## src/rtl/mem_log_dumper_pkg.sv

```systemverilog
// Shared definitions for the log dumper: default RAM geometry (matching the
// capture logger), dump FSM state encoding and the bytes-per-word helper.
package mem_log_dumper_pkg;

    localparam int DEF_RAM_WIDTH      = 32;
    localparam int DEF_RAM_ADDR_NBIT  = 15;

    typedef enum logic [2:0] {
        ST_IDLE = 3'd0,
        ST_REQ  = 3'd1,
        ST_WAIT = 3'd2,
        ST_SEND = 3'd3,
        ST_DONE = 3'd4
    } dump_state_e;

    function automatic int bytes_per_word(input int ram_width);
        return ram_width / 8;
    endfunction

    localparam int DEF_BYTES_PER_WORD = bytes_per_word(DEF_RAM_WIDTH);

endpackage

```

## src/rtl/mem_log_dumper_word_serializer.sv

```systemverilog
// Splits one RAM word into bytes, MSB byte first, on a valid/ready stream.
// valid/ready: a byte transfers on any cycle where valid_o && ready_i; byte_o is held while valid_o && !ready_i.
module mem_log_dumper_word_serializer
    import mem_log_dumper_pkg::*;
#(
    parameter int RAM_WIDTH = DEF_RAM_WIDTH
) (
    input  logic                 clk,
    input  logic                 rst,
    input  logic                 load_i,
    input  logic                 clear_i,
    input  logic [RAM_WIDTH-1:0] word_i,
    output logic [7:0]           byte_o,
    output logic                 valid_o,
    input  logic                 ready_i,
    output logic                 last_o
);

    localparam int BPW   = bytes_per_word(RAM_WIDTH);
    localparam int IDX_W = (BPW > 1) ? $clog2(BPW) : 1;
    localparam logic [IDX_W-1:0] LAST_IDX = IDX_W'(BPW - 1);

    logic [RAM_WIDTH-1:0] shift_q;
    logic [IDX_W-1:0]     idx_q;
    logic                 valid_q;
    logic                 accept;

    assign accept  = valid_q && ready_i;
    assign last_o  = accept && (idx_q == LAST_IDX);
    assign byte_o  = shift_q[RAM_WIDTH-1 -: 8];
    assign valid_o = valid_q;

    always_ff @(posedge clk or negedge rst) begin
        if (!rst) begin
            shift_q <= '0;
            idx_q   <= '0;
            valid_q <= 1'b0;
        end else if (load_i) begin
            shift_q <= word_i;
            idx_q   <= '0;
            valid_q <= 1'b1;
        end else begin
            if (accept) begin
                shift_q <= shift_q << 8;
                idx_q   <= idx_q + IDX_W'(1);
            end
            if (last_o || clear_i) begin
                valid_q <= 1'b0;
            end
        end
    end

endmodule

```

## src/rtl/mem_log_dumper.sv

```systemverilog
// Sweeps the whole log RAM after a completed capture and streams every word
// out as bytes toward the UART; a fresh capture (mem_full low) aborts the sweep.
module mem_log_dumper
    import mem_log_dumper_pkg::*;
#(
    parameter int RAM_WIDTH     = DEF_RAM_WIDTH,
    parameter int RAM_ADDR_NBIT = DEF_RAM_ADDR_NBIT
) (
    input  logic                     clk,
    input  logic                     rst,
    input  logic                     i_start,
    input  logic                     i_mem_full,
    output logic                     o_read,
    output logic [RAM_ADDR_NBIT-1:0] o_address,
    input  logic [RAM_WIDTH-1:0]     i_data,
    output logic [7:0]               o_byte,
    output logic                     o_byte_valid,
    input  logic                     i_byte_ready,
    output logic                     o_busy,
    output logic                     o_done,
    output logic                     o_abort
);

    // One spare bit so the last-address compare never sees a wrapped counter.
    localparam int AW = RAM_ADDR_NBIT + 1;
    localparam logic [AW-1:0] LAST_ADDR = {1'b0, {RAM_ADDR_NBIT{1'b1}}};

    dump_state_e    state_q, state_d;
    logic [AW-1:0]  addr_q, addr_d;
    logic           start_q;
    logic           abort_pend_q, abort_pend_d;
    logic           done_q;
    logic           abort_q, abort_d;
    logic           start_edge;
    logic           load, clear;
    logic           ser_valid, ser_last, accept;

    assign start_edge = i_start && !start_q;
    assign accept     = ser_valid && i_byte_ready;

    always_ff @(posedge clk or negedge rst) begin
        if (!rst) begin
            state_q      <= ST_IDLE;
            addr_q       <= '0;
            start_q      <= 1'b0;
            abort_pend_q <= 1'b0;
            done_q       <= 1'b0;
            abort_q      <= 1'b0;
        end else begin
            state_q      <= state_d;
            addr_q       <= addr_d;
            start_q      <= i_start;
            abort_pend_q <= abort_pend_d;
            done_q       <= (state_q == ST_DONE);
            abort_q      <= abort_d;
        end
    end

    always_comb begin
        state_d      = state_q;
        addr_d       = addr_q;
        abort_pend_d = 1'b0;
        abort_d      = 1'b0;
        load         = 1'b0;
        clear        = 1'b0;
        case (state_q)
            ST_IDLE: begin
                if (start_edge && i_mem_full) begin
                    state_d = ST_REQ;
                    addr_d  = '0;
                end
            end
            ST_REQ: begin
                if (!i_mem_full) begin
                    state_d = ST_IDLE;
                    abort_d = 1'b1;
                end else begin
                    state_d = ST_WAIT;
                end
            end
            ST_WAIT: begin
                if (!i_mem_full) begin
                    state_d = ST_IDLE;
                    abort_d = 1'b1;
                end else begin
                    load    = 1'b1;
                    state_d = ST_SEND;
                end
            end
            ST_SEND: begin
                // A drop of mem_full is remembered so the held byte still completes.
                abort_pend_d = abort_pend_q || !i_mem_full;
                if (accept) begin
                    if (abort_pend_d) begin
                        state_d      = ST_IDLE;
                        abort_d      = 1'b1;
                        clear        = 1'b1;
                        abort_pend_d = 1'b0;
                    end else if (ser_last) begin
                        if (addr_q == LAST_ADDR) begin
                            state_d = ST_DONE;
                        end else begin
                            addr_d  = addr_q + AW'(1);
                            state_d = ST_REQ;
                        end
                    end
                end
            end
            ST_DONE: begin
                state_d = ST_IDLE;
            end
            default: begin
                state_d = ST_IDLE;
            end
        endcase
    end

    assign o_read       = (state_q == ST_REQ);
    assign o_address    = addr_q[RAM_ADDR_NBIT-1:0];
    assign o_busy       = (state_q != ST_IDLE);
    assign o_done       = done_q;
    assign o_abort      = abort_q;
    assign o_byte_valid = ser_valid;

    mem_log_dumper_word_serializer #(
        .RAM_WIDTH (RAM_WIDTH)
    ) u_serializer (
        .clk     (clk),
        .rst     (rst),
        .load_i  (load),
        .clear_i (clear),
        .word_i  (i_data),
        .byte_o  (o_byte),
        .valid_o (ser_valid),
        .ready_i (i_byte_ready),
        .last_o  (ser_last)
    );

endmodule

```

## config.mk

```make
export PLATFORM = sky130hd
export DESIGN_NAME = mem_log_dumper
export DESIGN_NICKNAME = d
export VERILOG_FILES = /design/src/rtl/mem_log_dumper_pkg.sv /design/src/rtl/mem_log_dumper_word_serializer.sv /design/src/rtl/mem_log_dumper.sv
export SDC_FILE = /design/constraint.sdc
export NUM_CORES = 1
export LEC_CHECK = 0
export CAP_MARGIN = 20
export CORE_MARGIN = 2
export CORE_UTILIZATION = 40
export CTS_CLUSTER_SIZE = 8
export DETAILED_ROUTE_END_ITERATION = 7
export GPL_TIMING_DRIVEN = 0
export RECOVER_POWER = 25
export REMOVE_ABC_BUFFERS = 1
export SLEW_MARGIN = 0
export SYNTH_ARGS = -nofsm -noshare
export SYNTH_HDL_FRONTEND = slang
export SYNTH_SLANG_ARGS = --single-unit
export TNS_END_PERCENT = 5
```

## constraint.sdc

```tcl
create_clock -name clk -period 2 [get_ports clk]
set_input_delay 0.4 -clock clk [delete_from_list [all_inputs] [get_ports clk]]
set_output_delay 0.4 -clock clk [all_outputs]
set_load 0.02 [all_outputs]
```

==> impl_results.md, run 1 <==
* Outcome: finished, violations left
* Failing checks: max-capacitance violations, max-slew violations
* Max_slew headroom at -0.0769
* Setup Viol. Count Final at 0
* Clock latency on the worst-skew pair at 0.33 ns
* First-pass GRT wire length at 11,300 um
* Final Slew Violations at 30
* Worst VDD drop at 0.474 mV
* ANT cells at 0
* Synthesized cell area at 3120 um^2
* CTS tree: done
* Leakage at 0.00165 uW
* Core ar. at 7650 um^2
* Die area at 8530 um^2
* Yosys warns at 0
* Die Height at 92.4 um
* Drt first pass iters at 4
* Post-detailed-route count of antenna-violating nets at 0
* Clk slew on worst S/H paths at 0.06 ns
* Kind of start point of the critical path: flop
* Post-DR wirelength/cell at 14.0 um
* Worst Path Arrival at 1.50 ns
* Fmax at 0.526 GHz
* Post-synthesis sequential area ratio at 0.465
* Gate count of the mapped netlist at 318
* Area delta synth->final at 26.2%
* H-Tree Depth at 3
* Setup Crit Path Kind: reg -> out
* Total vias in the final route at 2,449
* GRT Total Usage at 0.167
* Most frequent cells in the layout: 60 x clkdlybuf4s50_1, 56 x dfrtp_1, 46 x nand2_1, 29 x o21ai_0, 26 x mux2i_1
* I/O Pins at 65
* Crit path time final at 1.90 ns
* Post-cts hold buffer count at 0
* Synth async-reset ratio at 1.00
* CTS buffer count at 9
* Clock Root Buffer: clkbuf_8
* R2R cell count at 6
* Worst Tran Pin Value at 1.62 ns
* Hold Fails Final Rpt at 0
* Routability cong. at 0.817
* CP startpoint: state_q[2]$_DFFE_PN0P_
* HP Class: in -> async
* 1st-iter DRT viols at 134
* Syn_area_per_cell at 9.82 um^2
* CTS Buffer Depth at 2
* Vias/cell at 5.28
* Pin count of the biggest net entering global routing at 31
* Cell variety after synth at 50
* Pre-CTS WS at -0.563 ns
* # port buffers at 64
* Worst clock skew at 0.00793 ns
* DRC at 0
* Total wire length at 6500 um
* PnR worst setup slack at 0.0976 ns
* Layout cells sized above 1 at 0.0967
* Period utilization at 0.951
* Crit Path Max Fanout at 9
* # clock sinks at 58
* Commonest non-fill, non-tap cell in the layout: clkdlybuf4s50_1
* Vias in the first global route at 2,430
* PD cells at 1130 nW/um^2
* Die X-Extent at 92.4 um
* Fin Hold WS at 0.474 ns
* Crit Reg-Reg Startpoint: state_q[2]$_DFFE_PN0P_
* Post-synth EDFFs at 0
* Starting density of the core at 0.408
* Number of synthesized register bits at 58
* HPWL Detailed at 4440 um
* Main synth FF type: dfrtp_1
* Std cell rows at 32
* Grt total ovfl at 0
* Initial antenna violation count at 0
* Final nets at 396
* Crit. End Element: output port
* WP data required at 1.60 ns
* RSZ-0062 raised after global routing: yes
* Max Cap Violations at 1
==> where the power goes <==
group          leakage (uW)  internal (uW)  switching (uW)
Combinational      0.000776            721             736
Clock              0.000109            732             467
Sequential         0.000768           1540             273
Total               0.00165           2990            1480
==> critical path: stages, from the launching register on <==
cell and delay (ns):
dfrtp_1 0.46, or3_1 0.39, dlygate4sd2_1 0.32
==> kinds of logic after synthesis <==
family          synth area share
simple gates               0.168
compound gates             0.173
flops                      0.465
buf+inv                   0.0998
mux                       0.0833
fa+ha+maj                0.00801
xor+xnor                 0.00280
==> routing by layer <==
metal / wire, um / GRT usage / vias to the layer above
met5: 0 / 0 / -
met1: 3100 / 0.225 / 1163
met2: 2980 / 0.248 / 72
met3: 333 / 0.0513 / 9
met4: 88 / 0.0734 / 0
li1: - / - / 1205
==> synth_stat cells (all sizes together) (2+ instances only) <==
cell type	n	area [um^2]
a21o	6	45.0
a21oi	4	20.0
a31o	2	17.5
a31oi	12	75.1
a41oi	8	70.1
and2	3	18.8
and3	2	12.5
and3b	2	17.5
and4	6	57.6
buf	34	259
clkbuf	8	30.0
dfrtp	58	1450
ha	2	25.0
inv	6	22.5
mux2i	26	260
nand2	46	173
nand2b	2	12.5
nand3	7	35.0
nand4	4	37.5
nor2	10	40.0
nor2b	2	12.5
nor3	4	20.0
nor3b	3	27.5
nor4	2	12.5
o211ai	3	32.5
o21ai	42	221
==> registers in the layout, summed over array words and instances (netlist names) <==
| signal | flops |
|---|---|
| state_q | 3 |
| u_serializer.shift_q | 32 |
| addr_q | 16 |
| abort_pend_q | 1 |
| u_serializer.idx_q | 2 |
| start_q | 1 |
| o_done | 1 |
| o_abort | 1 |
| u_serializer.valid_o | 1 |
==> layout make-up <==
class / instances / area [um^2]
fillers: 703 / 3710
flip-flops and latches: 58 / 1450
multi-input cells: 212 / 1370
repair buffers: 70 / 749
clock buffers: 11 / 141
well taps: 102 / 128
clock inverters: 5 / 77.6
inverters: 6 / 22.5
==> timing repair <==
action                     4_1_cts  5_1_grt
gates resized for setup          4        1
setup buffers                    2        0
setup endpoints to repair       18       29
pin swaps                        1        1
==> per-stage QoR <==
step	TNS [ns]	area [um^2]	util	power (uW)	std cells
after floorplan	-30.62	2830	-	2630	276
after global placement	-166.09	3600	0.471	3190	442
after detailed placement	-11.84	3710	0.485	3310	446
after CTS	0	3940	0.515	4520	464
after global routing	-0.390	3940	0.515	4750	464
final	0	3940	0.515	4460	464
==> worst paths after layout <==
check / to / slack (ns)
hold reg to reg: addr_q[15]$_DFFE_PN0P_ / 0.50
setup / recovery: o_busy / 0.1
max in group asynchronous: state_q[1]$_DFFE_PN0P_ / 0.48
min in group clk: addr_q[15]$_DFFE_PN0P_ / 0.50
setup reg to reg: u_serializer.shift_q[23]$_DFFE_PN0P_ / 0.12
hold / removal: start_q$_DFF_PN0_ / 0.47
Note: power is estimated with default switching activity, not from simulation.
==> run 2, diff against run 1 <==
==> constraint.sdc (replaced) <==
create_clock -name clk -period 2 [get_ports clk]
set_input_delay 0.3 -clock clk [delete_from_list [all_inputs] [get_ports clk]]
set_output_delay 0.3 -clock clk [all_outputs]
set_load 0.02 [all_outputs]
==> run 2 against run 1 <==
- die area is the same
- fmax grew 5.7%
- global-route usage is the same
- register-to-register slack gained 0.11 ns
- the flow still finishes with violations (max-capacitance violations, max-slew violations)
- largest power group unchanged
==> impl_results.md, run 2 (synthesis gave the netlist of run 1 again) <==
* Setup Viol. Count Final at 0 (unchanged)
* DRC at 0 (unchanged)
* Die X-Extent at 92.4 um (unchanged)
* Vias/cell at 5.29 (+0.26%)
* I/O Pins at 65 (unchanged)
* PD cells at 1130 nW/um^2 (about the same)
* First-pass GRT wire length at 11,300 um (unchanged)
* R2R Setup Slk at 0.23 ns (+0.11 ns)
* Max Cap Violations at 1 (unchanged)
* 1st-iter DRT viols at 127 (-5.2%)
* Worst VDD drop at 0.475 mV (+0.29%)
* RSZ-0062 raised after global routing: no
* Leakage at 0.00166 uW (+0.65%)
* Commonest non-fill, non-tap cell in the layout: clkdlybuf4s50_1
* HP Class: in -> async
* Max incr delay on CP at 0.46 ns (about the same)
* Psw at 1480 uW (+0.24%)
* Fin Hold WS at 0.374 ns (-0.101 ns)
* Setup Crit Path Kind: reg -> out
* Final nets at 398 (+0.51%)
* Total wire length at 6530 um (+0.40%)
* Final Slew Violations at 30 (unchanged)
* Critical-path cell list: or3_1 -> dlygate4sd2_1
* Crit Path Max Fanout at 9 (unchanged)
* Hold Fails Final Rpt at 0 (unchanged)
* Crit path time final at 1.80 ns (-0.102 ns)
* Worst Path Arrival at 1.50 ns (about the same)
* GRT Total Usage at 0.167 (unchanged)
* Crit Reg-Reg Startpoint: addr_q[0]$_DFFE_PN0P_
* Pin count of the biggest net entering global routing at 31 (unchanged)
* Die area at 8530 um^2 (unchanged)
* Worst clock skew at 0.00861 ns (+0.000687 ns)
* # port buffers at 64 (unchanged)
* Vias in the first global route at 2,430 (unchanged)
* Fmax at 0.556 GHz (+5.7%)
* Failing checks: max-capacitance violations, max-slew violations
* Flop pwr share at 0.404 (about the same)
* Crit. End Element: output port
* Clk slew on worst S/H paths at 0.06 ns (about the same)
* Post-cts hold buffer count at 0 (unchanged)
* Max FFs per register at 32 (unchanged)
* Routability cong. at 0.817 (unchanged)
* Post-DR wirelength/cell at 14.0 um (about the same)
* Slowest-stage cell, CP: dfrtp_1
* Total vias in the final route at 2,466 (+0.69%)
* Largest regs: u_serializer.shift_q x32, addr_q x16, state_q x3
* Layout cells sized above 1 at 0.102 (+0.00496)
* CP startpoint: state_q[2]$_DFFE_PN0P_
* Std cell rows at 32 (unchanged)
* Drt first pass iters at 4 (unchanged)
* Clock latency on the worst-skew pair at 0.33 ns (about the same)
* Core ar. at 7650 um^2 (unchanged)
* ANT cells at 0 (unchanged)
* Area delta synth->final at 26.6%
* Kind of start point of the critical path: flop
* Initial antenna violation count at 0 (unchanged)
* Clock share of power at 0.268 (about the same)
* Sw frac at 0.330 (about the same)
* Die Height at 92.4 um (unchanged)
* Outcome: finished, violations left
* Period utilization at 0.900 (-0.0512)
* # clock sinks at 58 (unchanged)
* HPWL Detailed at 4440 um (unchanged)
* Max_slew headroom at -0.0785 (-0.00154)
* Biggest register: u_serializer.shift_q
* Comb power frac at 0.328 (+0.002)
* Worst Tran Pin Value at 1.62 ns (+0.00230 ns)
* Most frequent cells in the layout: 60 x clkdlybuf4s50_1, 56 x dfrtp_1, 46 x nand2_1, 29 x o21ai_0, 26 x mux2i_1
* Grt total ovfl at 0 (unchanged)
* CTS tree: done
* CTS buffer count at 9 (unchanged)
* WP data required at 1.70 ns (+0.10 ns)
* H-Tree Depth at 3 (unchanged)
* Final core occ at 0.517 (+0.00196)
* Int Power at 3000 uW (+0.32%)
* Clock Root Buffer: clkbuf_8
* CTS Buffer Depth at 2 (unchanged)
* Starting density of the core at 0.408 (unchanged)
* Post-detailed-route count of antenna-violating nets at 0 (unchanged)
## run 2: per-layer routing
layer | GRT usage | share of wire | up-vias | wire length [um]
li1 | - | - | 1207 | -
met2 | 0.248 | 0.46 | 76 | 2990
met5 | 0 | 0 | - | 0
met3 | 0.0513 | 0.053 | 11 | 349
met4 | 0.0734 | 0.016 | 0 | 104
met1 | 0.225 | 0.47 | 1172 | 3090
## run 2: worst paths after layout
| kind | endpoint | depth (start not counted) |
|---|---|---|
| max in group asynchronous | state_q[1]$_DFFE_PN0P_ | 1 |
| worst min register to register | addr_q[15]$_DFFE_PN0P_ | 1 |
| min in group clk | u_serializer.shift_q[6]$_DFFE_PN0P_ | 3 |
| worst max register to register | addr_q[11]$_DFFE_PN0P_ | 6 |
| worst min-delay path | start_q$_DFF_PN0_ | 1 |
| worst max-delay path | o_busy | 2 |
## run 2: final cells by class
cell class / instances / area [um^2]
fill: 702 / 3690
sequential: 58 / 1450
multi-input combinational: 212 / 1370
timing repair buffer: 72 / 764
clock buffer: 11 / 141
tap: 102 / 128
clock inverter: 5 / 77.6
inverter: 6 / 22.5
## run 2: critical path, delay by kind of cell (launching register included)
kind                   cells  cell delay, ns
DFF                        1            0.46
buffers and inverters      1            0.33
and+or+nand+nor            1            0.38
## run 2: power groups by stage
stage	clock, uW	sequential [uW]	combinational (uW)
3_3_place_gp	0	1820	1370
6_report	1200	1810	1470
3_5_place_dp	0	1830	1480
2_1_floorplan	0	1910	725
4_1_cts	1230	1810	1480
5_1_grt	1280	1860	1620
## run 2: timing repair
| action | CTS | global route |
|---|---|---|
| gates resized for setup | 4 | 1 |
| endpoints found under the setup margin | 15 | 15 |
| buffers inserted | 2 | 2 |
| pin swaps | 1 | 1 |
## run 2: per-stage QoR
stage	instance area [um^2]	TNS (ns)	setup WS [ns]	total power, uW	instances
finish	3960	0	0.200	4480	466
global placement	3600	-154.69	-1.98	3190	442
CTS	3940	0	0.0829	4520	464
global route	3960	0	0.0218	4770	466
floorplan	2830	-30.62	-0.875	2630	276
detailed placement	3710	-7.92	-0.463	3310	446
